==> src/rtl/temporizador_segundos_pkg.sv <==
// Shared timer definitions: FSM encodings, default range and BCD helpers.
// Also imported by the VGA display modules that render sec_bcd.
package temporizador_segundos_pkg;

  typedef enum logic [1:0] {
    ST_IDLE   = 2'd0,
    ST_RUN    = 2'd1,
    ST_PAUSED = 2'd2,
    ST_DONE   = 2'd3
  } estado_t;

  localparam int MAX_SEC_DEF = 99;
  localparam int BCD_W       = 4;

  // Two-digit BCD decrement; units wrap 0 -> 9 and borrow from tens.
  function automatic logic [2*BCD_W-1:0] bcd_dec(input logic [2*BCD_W-1:0] v);
    logic [BCD_W-1:0] tens;
    logic [BCD_W-1:0] units;
    tens  = v[2*BCD_W-1:BCD_W];
    units = v[BCD_W-1:0];
    if (units == '0) begin
      return {tens - BCD_W'(1), BCD_W'(9)};
    end
    return {tens, units - BCD_W'(1)};
  endfunction

endpackage

==> src/rtl/temporizador_segundos_sincronizador_borda.sv <==
// Synchronises an asynchronous level and emits a one-clk pulse on its rising edge.
// Pulse appears SYNC_STAGES clk edges after the first edge that samples d high; no backpressure.
module sincronizador_borda #(
  parameter int SYNC_STAGES = 2
) (
  input  logic clk,
  input  logic rst_n,
  input  logic d,
  output logic pulse
);

  logic [SYNC_STAGES-1:0] sync_q;
  logic                   hist_q;
  logic                   sync_out;

  assign sync_out = sync_q[SYNC_STAGES-1];

  always_ff @(posedge clk or negedge rst_n) begin
    if (!rst_n) begin
      sync_q <= '0;
      hist_q <= 1'b0;
      pulse  <= 1'b0;
    end else begin
      sync_q <= {sync_q[SYNC_STAGES-2:0], d};
      hist_q <= sync_out;
      pulse  <= sync_out & ~hist_q;
    end
  end

endmodule

==> src/rtl/temporizador_segundos.sv <==
// Seconds countdown timer in BCD, driven by a divided square wave on tick_in.
// tick_out and the count update land SYNC_STAGES+1 edges after tick_in is sampled high; no backpressure.
module temporizador_segundos
  import temporizador_segundos_pkg::*;
#(
  parameter int SYNC_STAGES = 2,
  parameter int MAX_SEC     = MAX_SEC_DEF
) (
  input  logic       clk,
  input  logic       rst_n,
  input  logic       tick_in,
  input  logic       start,
  input  logic       pause,
  input  logic       clear,
  input  logic [6:0] preset,
  output logic       tick_out,
  output logic       busy,
  output logic       done,
  output logic [7:0] sec_bcd
);

  estado_t    state;
  logic       tick_pulse;
  logic [6:0] preset_sat;
  logic [7:0] preset_bcd;

  sincronizador_borda #(
    .SYNC_STAGES(SYNC_STAGES)
  ) u_sincronizador_borda (
    .clk  (clk),
    .rst_n(rst_n),
    .d    (tick_in),
    .pulse(tick_pulse)
  );

  // Presets above the display range saturate rather than wrap.
  always_comb begin
    preset_sat = (preset > 7'(MAX_SEC)) ? 7'(MAX_SEC) : preset;
    preset_bcd = {BCD_W'(preset_sat / 7'd10), BCD_W'(preset_sat % 7'd10)};
  end

  always_ff @(posedge clk or negedge rst_n) begin
    if (!rst_n) begin
      state    <= ST_IDLE;
      sec_bcd  <= 8'h00;
      busy     <= 1'b0;
      done     <= 1'b0;
      tick_out <= 1'b0;
    end else begin
      tick_out <= tick_pulse;
      done     <= 1'b0;
      if (clear) begin
        state   <= ST_IDLE;
        sec_bcd <= 8'h00;
        busy    <= 1'b0;
      end else begin
        case (state)
          ST_IDLE, ST_DONE: begin
            if (start) begin
              if (preset != 7'd0) begin
                state   <= ST_RUN;
                sec_bcd <= preset_bcd;
                busy    <= 1'b1;
              end else begin
                state   <= ST_DONE;
                sec_bcd <= 8'h00;
                busy    <= 1'b0;
                done    <= 1'b1;
              end
            end
          end
          ST_RUN: begin
            // pause is checked first so a coincident tick is dropped
            if (pause) begin
              state <= ST_PAUSED;
            end else if (tick_pulse) begin
              if (sec_bcd == 8'h01) begin
                state   <= ST_DONE;
                sec_bcd <= 8'h00;
                busy    <= 1'b0;
                done    <= 1'b1;
              end else begin
                sec_bcd <= bcd_dec(sec_bcd);
              end
            end
          end
          ST_PAUSED: begin
            if (!pause) begin
              state <= ST_RUN;
            end
          end
          default: begin
            state   <= ST_IDLE;
            sec_bcd <= 8'h00;
            busy    <= 1'b0;
          end
        endcase
      end
    end
  end

endmodule

==> config.mk <==
export PLATFORM = sky130hd
export DESIGN_NAME = temporizador_segundos
export DESIGN_NICKNAME = d
export VERILOG_FILES = /design/src/rtl/temporizador_segundos_pkg.sv /design/src/rtl/temporizador_segundos_sincronizador_borda.sv /design/src/rtl/temporizador_segundos.sv
export SDC_FILE = /design/constraint.sdc
export NUM_CORES = 1
export LEC_CHECK = 0
export CAP_MARGIN = 20
export CORE_MARGIN = 2
export CORE_UTILIZATION = 38
export CTS_CLUSTER_DIAMETER = 40
export DETAILED_ROUTE_END_ITERATION = 6
export GPL_ROUTABILITY_DRIVEN = 1
export PLACE_DENSITY_LB_ADDON = 0.08
export SLEW_MARGIN = 0
export SYNTH_ARGS = -nofsm -noshare
export SYNTH_HDL_FRONTEND = slang
export SYNTH_SLANG_ARGS = --single-unit
export TNS_END_PERCENT = 20
==> constraint.sdc <==
create_clock -name clk -period 2.9 [get_ports clk]
set_input_delay 0.58 -clock clk [delete_from_list [all_inputs] [get_ports clk]]
set_output_delay 0.58 -clock clk [all_outputs]
set_load 0.01 [all_outputs]
==> impl_metrics.ini, run 1 <==
[die]
dieHeight_um = 67.9
initial_utilization = 0.391
core_um2 = 3970
die_width_um = 67.9
die-area_um2 = 4610
io_pins = 24
rows = 23

[timing]
rsz0062_at_grt = yes
setup_violations = 4
slew_viol_final = 0
relSlewSlack = 0.459
fin_crit_ns = 3.22
whs_ns = 0.350
finalWorstSetupSlack_ns = -0.315
skew_ns = 0.00153
finalSetupTns_ns = -0.961
worstMarginPinSlew_ns = 0.809
clock.fmax_ghz = 0.311
period_share = 1.11
hold_violations = 0

[logic_synthesis]
ys.warnings.count = 0
synth_top_family_by_area = simple AND/OR/NAND/NOR gates
netlist.area_leader.share = 0.274
synth-adder-area-share = 0.0806
seq_area_frac_synth = 0.274
synth-simple-area-share = 0.278
synth_fp_nets = 210
synth_mux_area_frac = 0.0355
synth_compound_area_frac = 0.262
synth_xor_area_frac = 0.0113
ys.flop_type = dfrtp_1
synthTopCellsByArea = dfrtp_1, ha_1, nor2_1, nor3_1, o21ai_0
syn_inst = 187
avgSynthCellArea_um2 = 8.30
synth-seq-cells = 17
synth_cell_types = 61
synth-edff-count = 0
netlist.top_cell.by_area = dfrtp_1
netlist_area_um2 = 1550
async_flop_share = 1.00

[place]
place.port_buffers = 23
place_inst = 293
routabilityCongestion = 0.820
hpwl_um = 3530

[drt]
vias = 1724
drt_iter0_markers = 93
routed_via_density = 5.69
drtPass1Iterations = 4
finalWirelength_um = 4660
drc = 0
ant_nets = 0
wl_per_cell_um = 15.4

[critical_path]
reg2reg_to = sec_bcd[2]$_DFFE_PN0P_
reg2reg_slack_ns = 0.23
r2r_cells = 10
critPathKind = primary input to register
critPathArrivalTime_ns = 3.38
crit_fanout = 5
cp-start-kind = primary input
end_kind = register
cp.required_ns = 3.07
r2r-start = state[0]$_DFFE_PN0P_

[global_routing]
grt_max_degree = 18
grt_pass1_vias = 1650
grt_overflow_total = 0
antenna_found_initial = 0
track_usage = 0.225
grt_pass1_wl_um = 7740

[cells_and_area]
drive_gt1_frac = 0.340
area_growth_pct = 47.4
layout.nets = 277
nFillCells = 356
fin_cells = 303
diodes = 0
mostFrequentLayoutCells = buf_4, clkdlybuf4s50_1, nor2_1, dfrtp_1, nand2_1
final_common_cell = buf_4

[min_path]
min_delay_path_depth = 0
worstHoldStart = u_sincronizador_borda.sync_q[0]$_DFF_PN0_
holdPathEnd = u_sincronizador_borda.sync_q[1]$_DFF_PN0_
hp-class = register to register

[clocking]
clk_pin_slew_worst_paths_ns = 0.07
cts_buffer_depth = 2
cts_hold_buf = 0
htree_levels = 1
root_buffer = clkbuf_8
cts_buffers = 3
cts.sinks = 17
worst_skew_pair.late_latency_ns = 0.26
cts_tree = done

[pwr]
p_leak_nw = 0.994
irDropWorstVdd_uv = 403
powerDensity_nw_per_um2 = 675
power_mw = 1.54

[run_status]
violations = setup timing
status = finished with violations

[job]
cap_violations = 0
-- layout make-up --
cell class              count  area (um^2)  share of cell area
repair buffers             68          579               0.253
clock buffers               4         45.0              0.0197
flip-flops and latches     17          425               0.186
inverters                  13         51.3              0.0224
well taps                  50         62.6              0.0274
multi-input cells         151         1120               0.491
-- state kept, by name, indices dropped and copies added, names as in the netlist --
signal                        cells
done                              1
tick_out                          1
u_sincronizador_borda.hist_q      1
u_sincronizador_borda.pulse       1
u_sincronizador_borda.sync_q      2
sec_bcd                           8
state                             2
busy                              1
-- cell usage after synthesis, drive strengths merged, types with 3 or more instances --
library cell  count
nand2            14
nor3             12
or2               3
o21ai            12
dfrtp            17
nor2             19
a211oi            5
inv              13
nor3b             3
nand3             3
ha               10
a21oi            10
mux2i             4
nor2b             3
buf               3
and3              4
clkbuf            3
-- metrics by stage --
| step | utilization | cell area [um^2] | worst slack [ns] |
|---|---|---|---|
| finish | 0.576 | 2290 | -0.315 |
| global route | 0.576 | 2290 | -0.448 |
| CTS | 0.564 | 2240 | -0.360 |
| detailed placement | 0.537 | 2130 | -1.07 |
| global placement | 0.537 | 2130 | -0.916 |
| floorplan | - | 1610 | -0.415 |
-- routing by layer --
layer / GRT usage / part of all wire / vias to the layer above
met5: 0 / 0 / -
met1: 0.317 / 0.47 / 829
met4: 0.0750 / 0.021 / 0
li1: - / - / 835
met2: 0.350 / 0.46 / 50
met3: 0.0345 / 0.048 / 10
-- where the power goes --
part	internal (mW)	switching [mW]	total, mW
combinational	0.488	0.477	0.964
clock	0.0980	0.0913	0.189
sequential	0.307	0.0822	0.389
total	0.893	0.650	1.54
-- how the worst max path moves through the flow --
stage          slack [ns]  cells after the start                      to       from
6_report            -0.32                     18  sec_bcd[2]$_DFFE_PN0P_  preset[4]
5_1_grt             -0.45                     18  sec_bcd[3]$_DFFE_PN0P_  preset[6]
4_1_cts             -0.36                     17  sec_bcd[2]$_DFFE_PN0P_  preset[4]
3_5_place_dp        -1.07                     16  sec_bcd[2]$_DFFE_PN0P_  preset[5]
3_3_place_gp        -0.92                     16  sec_bcd[2]$_DFFE_PN0P_  preset[5]
2_1_floorplan       -0.41                     15  sec_bcd[2]$_DFFE_PN0P_  preset[5]
-- kinds of logic after synthesis --
group | Yosys count
buf+inv | 19
compound gates | 55
mux | 5
flops | 17
simple gates | 79
xor+xnor | 2
fa+ha+maj | 10
-- worst max-delay path: stages --
cell      delay (ns)
buf_8           0.10
inv_4           0.04
a21oi_2         0.03
ha_2            0.20
and3_4          0.16
o21ai_4         0.15
o21ai_2         0.10
ha_4            0.19
nand3b_1        0.17
a211oi_2        0.26
a21o_2          0.19
buf_4           0.13
buf_4           0.10
o21ai_1         0.08
mux2i_2         0.32
nor3_4          0.08
or4_1           0.41
o311ai_1        0.08
-- repair_timing --
item | 4_1_cts | 5_1_grt
buffers inserted | 4 | 2
resized for setup | 22 | 9
endpoints found under the setup margin | 5 | 4
pin swaps | 10 | 4
Power figures use the tool's default switching activity.
==> run 2: changes to the inputs <==
Settings changed: ABC_CLOCK_PERIOD_IN_PS set to 2900.
==> results of run 2 <==
No change in the layout: final DEF, timing and power equal those of run 1.
==> run 3: changes to the inputs <==
Settings changed: ABC_CLOCK_PERIOD_IN_PS 2900 to 3230.
Clock period 2.9 ns to 3.23 ns, I/O delays scaled along.
==> run 3 against run 2 <==
  * The flow still finishes with violations (setup timing)
  * Via count decreased by 5.8%
  * Power shrank 16%
  * Critical endpoint is now sec_bcd[3]$_DFFE_PN0P_
  * Die area unchanged
  * Sequential power shrank 11%
  * Highest routed layer unchanged
  * Clock skew rose by 0.0014 ns
  * Critical path type unchanged
  * Register-to-register slack improved by 0.34 ns
==> impl_metrics.ini, run 3 (synthesis results as in run 1) <==
[run_status]
status = finished with violations
violations = setup timing

[cells_and_area]
largest_reg_flops = 8
layout.nets = 262
area_growth_pct = 39.4
reg.largest.list = sec_bcd x8, state x2, u_sincronizador_borda.sync_q x2
stdcell_area_um2 = 2160
drive_gt1_frac = 0.294
largest-register = sec_bcd
final_common_cell = buf_4
diodes = 0
fin_cells = 288
mostFrequentLayoutCells = buf_4, clkdlybuf4s50_1, nor2_1

[global_routing]
grt_pass1_wl_um = 7320
grt_max_degree = 18
track_usage = 0.208
grt_pass1_vias = 1569
antenna_found_initial = 0
grt_overflow_total = 0

[critical_path]
endpoint = sec_bcd[3]$_DFFE_PN0P_
r2r_cells = 10
r2r-start = state[0]$_DFFE_PN0P_
cp.required_ns = 3.37
end_kind = register
crit_fanout = 5
cp-start-kind = primary input
reg2reg_slack_ns = 0.57
reg2reg_to = sec_bcd[2]$_DFFE_PN0P_
cp-startpoint = preset[4]
critPathArrivalTime_ns = 3.43
critPathKind = primary input to register

[clocking]
htree_levels = 1
cts_buffer_depth = 2
cts_hold_buf = 0
root_buffer = clkbuf_8
cts.sinks = 17
clk_pin_slew_worst_paths_ns = 0.06
cts_tree = done
worst_skew_pair.late_latency_ns = 0.25
cts_buffers = 3

[timing]
rsz0062_at_grt = yes
whs_ns = 0.349
worstMarginPinSlew_ns = 0.737
setup_violations = 3
finalSetupTns_ns = -0.108
period_share = 1.02
skew_ns = 0.00289
clock.fmax_ghz = 0.304
slew_viol_final = 0
fin_crit_ns = 3.29
finalWorstSetupSlack_ns = -0.0581
hold_violations = 0
relSlewSlack = 0.507

[pwr]
irDropWorstVdd_uv = 392
swShare = 0.423
p_leak_nw = 0.923
powerDensity_nw_per_um2 = 600
p_int_mw = 0.750
p_sw_mw = 0.549
pwr-share-comb = 0.612
power_mw = 1.30
power_frac_clock = 0.120
pwr-share-seq = 0.268

[die]
die_width_um = 67.9
core_um2 = 3970
die-area_um2 = 4610
initial_utilization = 0.391
dieHeight_um = 67.9
io_pins = 24
rows = 23

[min_path]
worstHoldStart = u_sincronizador_borda.sync_q[0]$_DFF_PN0_
hp-class = register to register

[place]
routabilityCongestion = 0.850
place_inst = 281
place.port_buffers = 23
hpwl_um = 3260
postPlaceCellArea_um2 = 2040

[drt]
drt_iter0_markers = 75
vias = 1624
wl_per_cell_um = 14.6
drc = 0
routed_via_density = 5.64
ant_nets = 0
drtPass1Iterations = 4
finalWirelength_um = 4210

[job]
cap_violations = 0
run 3: cell count changes in the layout (fill, tap and decap cells not counted), sizes merged:
cell and change:
buf -15
run 3: repair_timing:
item,4_1_cts,5_1_grt
pin swaps,12,6
setup buffers,3,0
resized for setup,22,4
endpoints found under the setup margin,4,4
hold endpoints to repair,0,0
run 3: layout make-up:
type	count	area (um^2)
inverter	13	51.3
fill	384	1810
sequential	17	425
tap	50	62.6
timing repair buffer	53	459
clock buffer	4	45.0
multi-input combinational	151	1120
run 3: worst min path at each step:
stage / endpoint / slack, ns / cells after the start
floorplan: u_sincronizador_borda.sync_q[1]$_DFF_PN0_ / 0.33 / 0
global route: u_sincronizador_borda.sync_q[1]$_DFF_PN0_ / 0.36 / 0
detailed placement: u_sincronizador_borda.sync_q[1]$_DFF_PN0_ / 0.33 / 0
CTS: u_sincronizador_borda.sync_q[1]$_DFF_PN0_ / 0.35 / 0
finish: u_sincronizador_borda.sync_q[1]$_DFF_PN0_ / 0.35 / 0
global placement: u_sincronizador_borda.sync_q[1]$_DFF_PN0_ / 0.33 / 0
run 3: routing by layer:
layer  track usage  vias up  part of all wire
met3        0.0362        4             0.042
met1         0.310      779              0.52
met2         0.324       38              0.43
met5             0        -                 0
met4        0.0300        0            0.0062
li1              -      803                 -
run 3: worst max-delay path, stage by stage:
cell and delay (ns):
buf_6 0.10, inv_4 0.04, a21oi_2 0.03, ha_2 0.19
and3_4 0.16, o21ai_4 0.15, o21ai_1 0.09, ha_2 0.23
o21bai_1 0.16, a211oi_2 0.10, a21o_2 0.24, a221o_2 0.31
mux2i_2 0.20, ha_2 0.25, buf_4 0.12, inv_1 0.03
o2111a_1 0.10, a311oi_1 0.20, o31ai_1 0.09
run 3: metrics by stage:
stage / setup WS (ns) / utilization
3_5_place_dp: -0.751 / 0.514
6_report: -0.0581 / 0.545
5_1_grt: -0.193 / 0.545
2_1_floorplan: -0.151 / -
4_1_cts: -0.0563 / 0.539
3_3_place_gp: -0.643 / 0.514
run 3: power groups by stage:
| stage | sequential, mW | clock (mW) | combinational [mW] |
|---|---|---|---|
| after floorplan | 0.357 | 0 | 0.476 |
| after global placement | 0.346 | 0 | 0.754 |
| after detailed placement | 0.352 | 0 | 0.762 |
| after CTS | 0.348 | 0.166 | 0.783 |
| after global routing | 0.358 | 0.173 | 0.890 |
| final | 0.348 | 0.156 | 0.794 |
